===== src/rtl/hazard_unit.sv =====
// rtl/hazard_unit.sv - pipeline hazard unit: forwarding selects, load-use stall, branch flush
// Tracks rs/rd/write-enable through E/M/W and counts stall and flush cycles.
module hazard_unit (
  input  logic        clk,
  input  logic        rst,
  input  logic [4:0]  Rs1D,
  input  logic [4:0]  Rs2D,
  input  logic [4:0]  RdD,
  input  logic        RegWriteD,
  input  logic        LoadD,
  input  logic        PCSrcE,
  output logic [1:0]  ForwardAE,
  output logic [1:0]  ForwardBE,
  output logic        StallF,
  output logic        StallD,
  output logic        FlushD,
  output logic        FlushE,
  output logic [15:0] StallCount,
  output logic [15:0] FlushCount
);

  logic [4:0] rs1e, rs2e, rde, rdm, rdw;
  logic       regwe, loade, regwm, regww;
  logic       lwstall;
  logic       flush_e_raw;

  function automatic logic [1:0] fwd_sel(
    input logic [4:0] rs,
    input logic [4:0] rd_m,
    input logic       regw_m,
    input logic [4:0] rd_w,
    input logic       regw_w
  );
    // M-stage result is younger, so it wins over W when both match
    if (regw_m && (rd_m != 5'd0) && (rd_m == rs))
      fwd_sel = 2'b10;
    else if (regw_w && (rd_w != 5'd0) && (rd_w == rs))
      fwd_sel = 2'b01;
    else
      fwd_sel = 2'b00;
  endfunction

  always_comb begin
    lwstall     = loade && (rde != 5'd0) && ((rde == Rs1D) || (rde == Rs2D)) && !PCSrcE;
    flush_e_raw = lwstall || PCSrcE;
    ForwardAE   = 2'b00;
    ForwardBE   = 2'b00;
    StallF      = 1'b0;
    StallD      = 1'b0;
    FlushD      = 1'b0;
    FlushE      = 1'b0;
    if (!rst) begin
      ForwardAE = fwd_sel(rs1e, rdm, regwm, rdw, regww);
      ForwardBE = fwd_sel(rs2e, rdm, regwm, rdw, regww);
      StallF    = lwstall;
      StallD    = lwstall;
      FlushD    = PCSrcE;
      FlushE    = flush_e_raw;
    end
  end

  always_ff @(posedge clk) begin
    if (rst) begin
      rs1e       <= 5'd0;
      rs2e       <= 5'd0;
      rde        <= 5'd0;
      regwe      <= 1'b0;
      loade      <= 1'b0;
      rdm        <= 5'd0;
      regwm      <= 1'b0;
      rdw        <= 5'd0;
      regww      <= 1'b0;
      StallCount <= 16'd0;
      FlushCount <= 16'd0;
    end else begin
      // a flushed E slot becomes a bubble, which is what ends a load-use stall
      if (flush_e_raw) begin
        rs1e  <= 5'd0;
        rs2e  <= 5'd0;
        rde   <= 5'd0;
        regwe <= 1'b0;
        loade <= 1'b0;
      end else begin
        rs1e  <= Rs1D;
        rs2e  <= Rs2D;
        rde   <= RdD;
        regwe <= RegWriteD;
        loade <= LoadD;
      end
      rdm   <= rde;
      regwm <= regwe;
      rdw   <= rdm;
      regww <= regwm;
      if (lwstall && (StallCount != 16'hFFFF))
        StallCount <= StallCount + 16'd1;
      if (PCSrcE && (FlushCount != 16'hFFFF))
        FlushCount <= FlushCount + 16'd1;
    end
  end

endmodule


===== config.mk =====
export PLATFORM = sky130hd
export DESIGN_NAME = hazard_unit
export DESIGN_NICKNAME = d
export VERILOG_FILES = /design/src/rtl/hazard_unit.sv
export SDC_FILE = /design/constraint.sdc
export NUM_CORES = 1
export LEC_CHECK = 0
export ABC_AREA = 1
export CAP_MARGIN = 20
export CORE_UTILIZATION = 56
export DETAILED_ROUTE_END_ITERATION = 10
export GPL_TIMING_DRIVEN = 0
export HOLD_SLACK_MARGIN = 0.02
export PLACE_DENSITY = 0.85
export SLEW_MARGIN = 20
export SYNTH_ARGS = -nofsm -noshare
export SYNTH_HDL_FRONTEND = slang
export SYNTH_SLANG_ARGS = --single-unit
export TNS_END_PERCENT = 1

===== constraint.sdc =====
create_clock -name clk -period 2.9 [get_ports clk]
set_clock_uncertainty 0.2 [all_clocks]
set_input_delay 0.58 -clock clk [delete_from_list [all_inputs] [get_ports clk]]
set_output_delay 0.58 -clock clk [all_outputs]
set_load 0.02 [all_outputs]

==> flow_summary.toml, run 1 <==
[run_status]
status = "finished, violations left"
violations = "setup timing"

[yosys]
postSynthAreaPerCell_sq_um = 6.794
synthFlopType = "dfxtp_1"
syn_area_sq_um = 3146
yosys_warnings = 0
synth-async-reset-ratio_pct = 0
post-synth-top-area-fraction_pct = 38.82
synth_fp_nets = 485
synthCells = 463
ys_seq_area_share_pct = 38.82
synth_top_cell_by_area = "dfxtp_1"
synth_edf_count = 0
synthTopCellsByArea = "dfxtp_1 (39%), nand2_1 (13%), nor2_1 (9.7%), inv_1 (7.3%), xor2_1 (4.2%)"
ys_types = 35
ys_ff_latch = 61

[final_layout]
drive_above_1_share_pct = 13.36
area_delta_synth_final_pct = 29.59
seqCellArea_sq_um = 1221
stdcell_area_sq_um = 4076
final_common_cell = "nand2_1"
fill_cells = 404
final_cell_mix = "nand2_1 (105), nor2_1 (77), dfxtp_1 (61), inv_1 (61), clkdlybuf4s50_1 (52)"
multiInputGateArea_sq_um = 1615
utilization_pct = 77.35
n_antenna_cell = 0
final_nets = 556

[clock_tree]
htree_levels = 3
numCtsBuffers = 9
clkSinkCount = 61
cts_root_buffer = "clkbuf_8"
path_clk_slew_ns = 0.07
cts_tree = "done"
insertion_delay_ns = 0.36
clockBufferDepth = 2
postCtsHoldBufs = 0

[drt]
via_per_inst = 5.238
drt-total-wl_um = 7811
vias = 3190
wl_per_cell_um = 12.83
dr.pass1.iters = 5
drt_iter0_markers = 175
drc = 0
ant_nets = 0

[global_routing]
grt.met3_usage_pct = 4.524
grt_use_met2_pct = 45.54
antenna_found_initial = 0
grt_overflow = 0
grt_max_degree = 12
grt_pass1_wl_um = 13040
grt_pass1_vias = 2851
grtUsageMet1_pct = 35.65
top_usage_layer = "met2"
grt.total_usage_pct = 27.83

[power_and_ir_drop]
leakagePower_nw = 1.775
power_density_nw_per_um2 = 463.7
peakVddDrop_mv = 0.3690
power_w = 0.001890

[timing]
max_freq_mhz = 340.3
setup_viol = 3
slew_violations = 0
rsz0062_at_grt = "yes"
finalWorstSetupSlack_ns = -0.03836
layout_min_cycle_time_ns = 2.938
tightest_slew_ns = 0.4761
max_slew_margin_pct = 68.26
min_period_over_period_pct = 101.3
hold_viol = 0

[setup_path]
end_kind = "output pin"
cp.required_ns = 2.12
r2r_end = "FlushCount[6]"
start_kind = "input port"
ff2ff_path_depth = 11
cp.arrival_ns = 2.16
rrSetupSlack_ns = 0.92
path_max_fanout = 4
critical_path_class = "in -> out"
rr_startpoint = "FlushCount[0]"

[floorplan]
die_area_sq_um = 5921
initial_core_util_pct = 59.69
core_area_sq_um = 5270
fp-row-count = 26
top_level_ports = 60
die_w_um = 76.95
die_h_um = 76.95

[hold_path]
hold_class = "reg -> reg"
min_from = "regwe"
whs_endpoint = "regwm"
hold_depth = 2

[place]
gp_congestion = 0.8735
hpwl_um = 5618
io_buffers = 58
dpl-instance-area_sq_um = 3814

[flow_run]
cap_violations = 0
-- cells by family after synthesis --
kind of cell    Yosys count  synth area share, %
buf+inv                  81                10.30
simple gates            263                38.15
flops                    61                38.82
xor+xnor                 22                6.126
compound gates           34                5.808
fa+ha+maj                 2               0.7954
-- worst max-delay path by stage --
stage | startpoint | to | slack (ns) | depth (start not counted)
finish | Rs2D[4] | StallF | -0.04 | 11
global route | Rs2D[4] | StallF | -0.13 | 11
CTS | Rs2D[4] | StallF | -0.08 | 11
detailed placement | Rs2D[4] | StallF | -0.67 | 11
global placement | Rs1D[0] | StallF | -0.58 | 11
floorplan | Rs1D[4] | StallF | 0.37 | 9
-- cells in the mapped netlist, types with 2 or more instances --
master    number
a21oi_1       14
a31oi_1        2
buf_6          2
clkbuf_1       4
dfxtp_1       61
ha_1           2
inv_1         61
inv_2         11
nand2_1      105
nand2_2        2
nand3_1       16
nand3_2        3
nand4_1       13
nor2_1        81
nor2_2        19
nor3_1        10
nor3b_1        3
nor4_1         4
o21ai_0       11
o21ai_1        4
xnor2_1        7
xor2_1        15
-- repair_timing --
| action | in CTS | in global routing |
|---|---|---|
| buffers inserted | 1 | 1 |
| hold endpoints to repair | 0 | 0 |
| pin swaps | 0 | 1 |
| cloned | 0 | 0 |
| resized for setup | 12 | 7 |
| setup endpoints to repair | 5 | 6 |
-- sequential cells by signal, summed over array words and instances (netlist names) --
register,cells
FlushCount,16
StallCount,16
loade,1
rde,5
rdm,5
rdw,5
regwe,1
regwm,1
regww,1
rs1e,5
rs2e,5
-- critical path, cell delays in order --
cell and delay, ns:
clkdlybuf4s50_1 0.49, inv_1 0.07, nand2_1 0.06, nand2_1 0.06, nor2_2 0.13, nand3_2 0.11
nand2_4 0.11, nand3_4 0.08, nor2_4 0.11, buf_4 0.12, clkdlybuf4s15_2 0.24
-- where the power goes --
part / total [W] / switching (W) / internal (W)
sequential: 0.000869 / 0.0000155 / 0.000853
clock: 0.000865 / 0.000357 / 0.000509
combinational: 0.000156 / 0.0000876 / 0.0000684
-- metal layers --
metal | up-vias | part of all wire (%)
met5 | - | 0
met4 | 0 | 1.7
met3 | 15 | 5.8
met2 | 125 | 48
met1 | 1462 | 45
li1 | 1588 | -
-- metrics by stage --
stage / hold slack, ns / setup TNS [ns] / std cells / worst slack [ns]
after floorplan: 0.1883 / 0 / 463 / 0.3697
after global placement: 0.1919 / -1.432 / 591 / -0.5809
after detailed placement: 0.2020 / -1.688 / 591 / -0.6715
after CTS: 0.2116 / -0.1424 / 608 / -0.08180
after global routing: 0.2198 / -0.3292 / 609 / -0.1311
final: 0.2097 / -0.06370 / 609 / -0.03836
-- area by class of cell --
| type | count | share of cell area [%] |
|---|---|---|
| buffer | 8 | 1.258 |
| clock buffer | 11 | 3.468 |
| clock inverter | 5 | 2.056 |
| inverter | 73 | 6.753 |
| multi-input combinational | 321 | 39.63 |
| sequential | 61 | 29.96 |
| tap | 70 | 2.149 |
| timing repair buffer | 60 | 14.73 |
Note: power is estimated with default switching activity, not from simulation.
==> inputs of run 2 (changes only) <==
--- a/config.mk
+++ b/config.mk
@@ -7,6 +7,7 @@
 export LEC_CHECK = 0
 export ABC_AREA = 1
 export CAP_MARGIN = 20
+export CORE_MARGIN = 5
 export CORE_UTILIZATION = 56
 export DETAILED_ROUTE_END_ITERATION = 10
 export GPL_TIMING_DRIVEN = 0
==> flow_summary.toml, run 2 (synthesized netlist as in run 1, its figures left out) <==
[final_layout]
final_common_cell = "nand2_1"
final_cell_mix = "nand2_1 (105), nor2_1 (77), dfxtp_1 (61), inv_1 (61), clkdlybuf4s50_1 (51)"
final_nets = 556
area_delta_synth_final_pct = 28.88
reg_top3 = "FlushCount (16), StallCount (16)"
instances_no_fill = 610
drive_above_1_share_pct = 13.20
n_antenna_cell = 0

[setup_path]
end_kind = "output pin"
start_kind = "input port"
cp.arrival_ns = 2.02
cp.required_ns = 2.12
critical_path_class = "in -> out"
path_max_fanout = 3
ff2ff_path_depth = 10

[clock_tree]
cts_tree = "done"
path_clk_slew_ns = 0.07
numCtsBuffers = 9
clockBufferDepth = 2
htree_levels = 3
cts_root_buffer = "clkbuf_8"
clkSinkCount = 61
insertion_delay_ns = 0.34

[place]
hpwl_um = 5806
dp_slack_ns = -0.5816
dp_cells = 593
io_buffers = 58
gp_congestion = 0.9317

[power_and_ir_drop]
leakagePower_nw = 1.789
peakVddDrop_mv = 0.3899
power_density_nw_per_um2 = 457.6
power_w = 0.001855

[floorplan]
top_level_ports = 60
fp-row-count = 27
initial_core_util_pct = 57.48
die_area_sq_um = 7216
die_w_um = 84.95
core_area_sq_um = 5473
die_h_um = 84.95

[drt]
wl_per_cell_um = 13.07
dr.pass1.iters = 6
drt_iter0_markers = 187
drt-total-wl_um = 7974
vias = 3111
drc = 0
ant_nets = 0
via_per_inst = 5.100

[global_routing]
grt_overflow = 0
antenna_found_initial = 0
grt_pass1_vias = 3015
grt_max_degree = 11
grt.total_usage_pct = 22.64
grt_pass1_wl_um = 13170

[run_status]
status = "finished, final reports clean"

[timing]
min_period_over_period_pct = 96.55
tightest_slew_ns = 0.4874
setup_viol = 0
finalWorstSetupSlack_ns = 0.1001
rsz0062_at_grt = "yes"
layout_min_cycle_time_ns = 2.800
max_freq_mhz = 357.2
max_slew_margin_pct = 67.51
slew_violations = 0
whs_ns = 0.2221
hold_viol = 0

[hold_path]
hold_class = "reg -> reg"
hold_depth = 2

[flow_run]
cap_violations = 0
==> run 2: cell types whose count changed in the layout (fill, tap and decap cells not counted), sizes merged <==
cell | previous run | this run
clkinvlp | 2 | 1
clkdlybuf4s50 | 52 | 51
clkdlybuf4s15 | 1 | 0
dlygate4sd2 | 1 | 0
buf | 7 | 9
dlymetal6s2s | 3 | 4
==> run 2: path summary, 6_finish.rpt <==
path | start | to | slack (ns)
min | regwe | regwm | 0.22
max | Rs2D[1] | StallF | 0.10
min reg2reg | regwe | regwm | 0.22
max reg2reg | FlushCount[0] | FlushCount[0] | 0.92
==> run 2: where the power goes <==
part           internal [W]  total, W  switching [W]
clock network      0.000501  0.000833       0.000332
registers          0.000854  0.000869      0.0000153
logic             0.0000678  0.000153      0.0000855
==> run 2: per-stage QoR <==
step / TNS, ns / utilization [%] / area, sq um
floorplan: 0 / - / 3146
global placement: -1.357 / 69.73 / 3816
detailed placement: -1.503 / 69.73 / 3816
CTS: 0 / 74.03 / 4051
global route: -0.03099 / 74.07 / 4054
finish: 0 / 74.07 / 4054
==> run 2: critical path: stages <==
cell             delay (ns)
clkdlybuf4s50_1        0.47
inv_1                  0.06
nand2_1                0.05
nand2_1                0.07
nor2_2                 0.14
nand3_2                0.10
nand2_4                0.11
nand3_4                0.07
nor2_2                 0.11
buf_4                  0.12
buf_4                  0.13
==> run 2: cell type report <==
| cell class | count | area, sq um |
|---|---|---|
| tap | 72 | 90.09 |
| multi-input combinational | 321 | 1610 |
| clock buffer | 11 | 141.4 |
| fill | 443 | 1419 |
| timing repair buffer | 60 | 593.1 |
| sequential | 61 | 1221 |
| inverter | 73 | 275.3 |
| clock inverter | 4 | 72.57 |
| buffer | 8 | 50.05 |
==> run 2: what timing repair did <==
action / CTS / global route
hold buffers: 0 / 0
resized for setup: 13 / 9
endpoints found under the setup margin: 4 / 7
pin swaps: 1 / 0
setup buffers: 2 / 0
==> run 2: metal layers <==
layer  GRT usage, %  wire (um)  up-vias
met3          6.408        618       19
met5              0          0        -
met2          35.66       3665      133
li1               -          -     1575
met1          27.72       3516     1384
met4          12.52        173        0
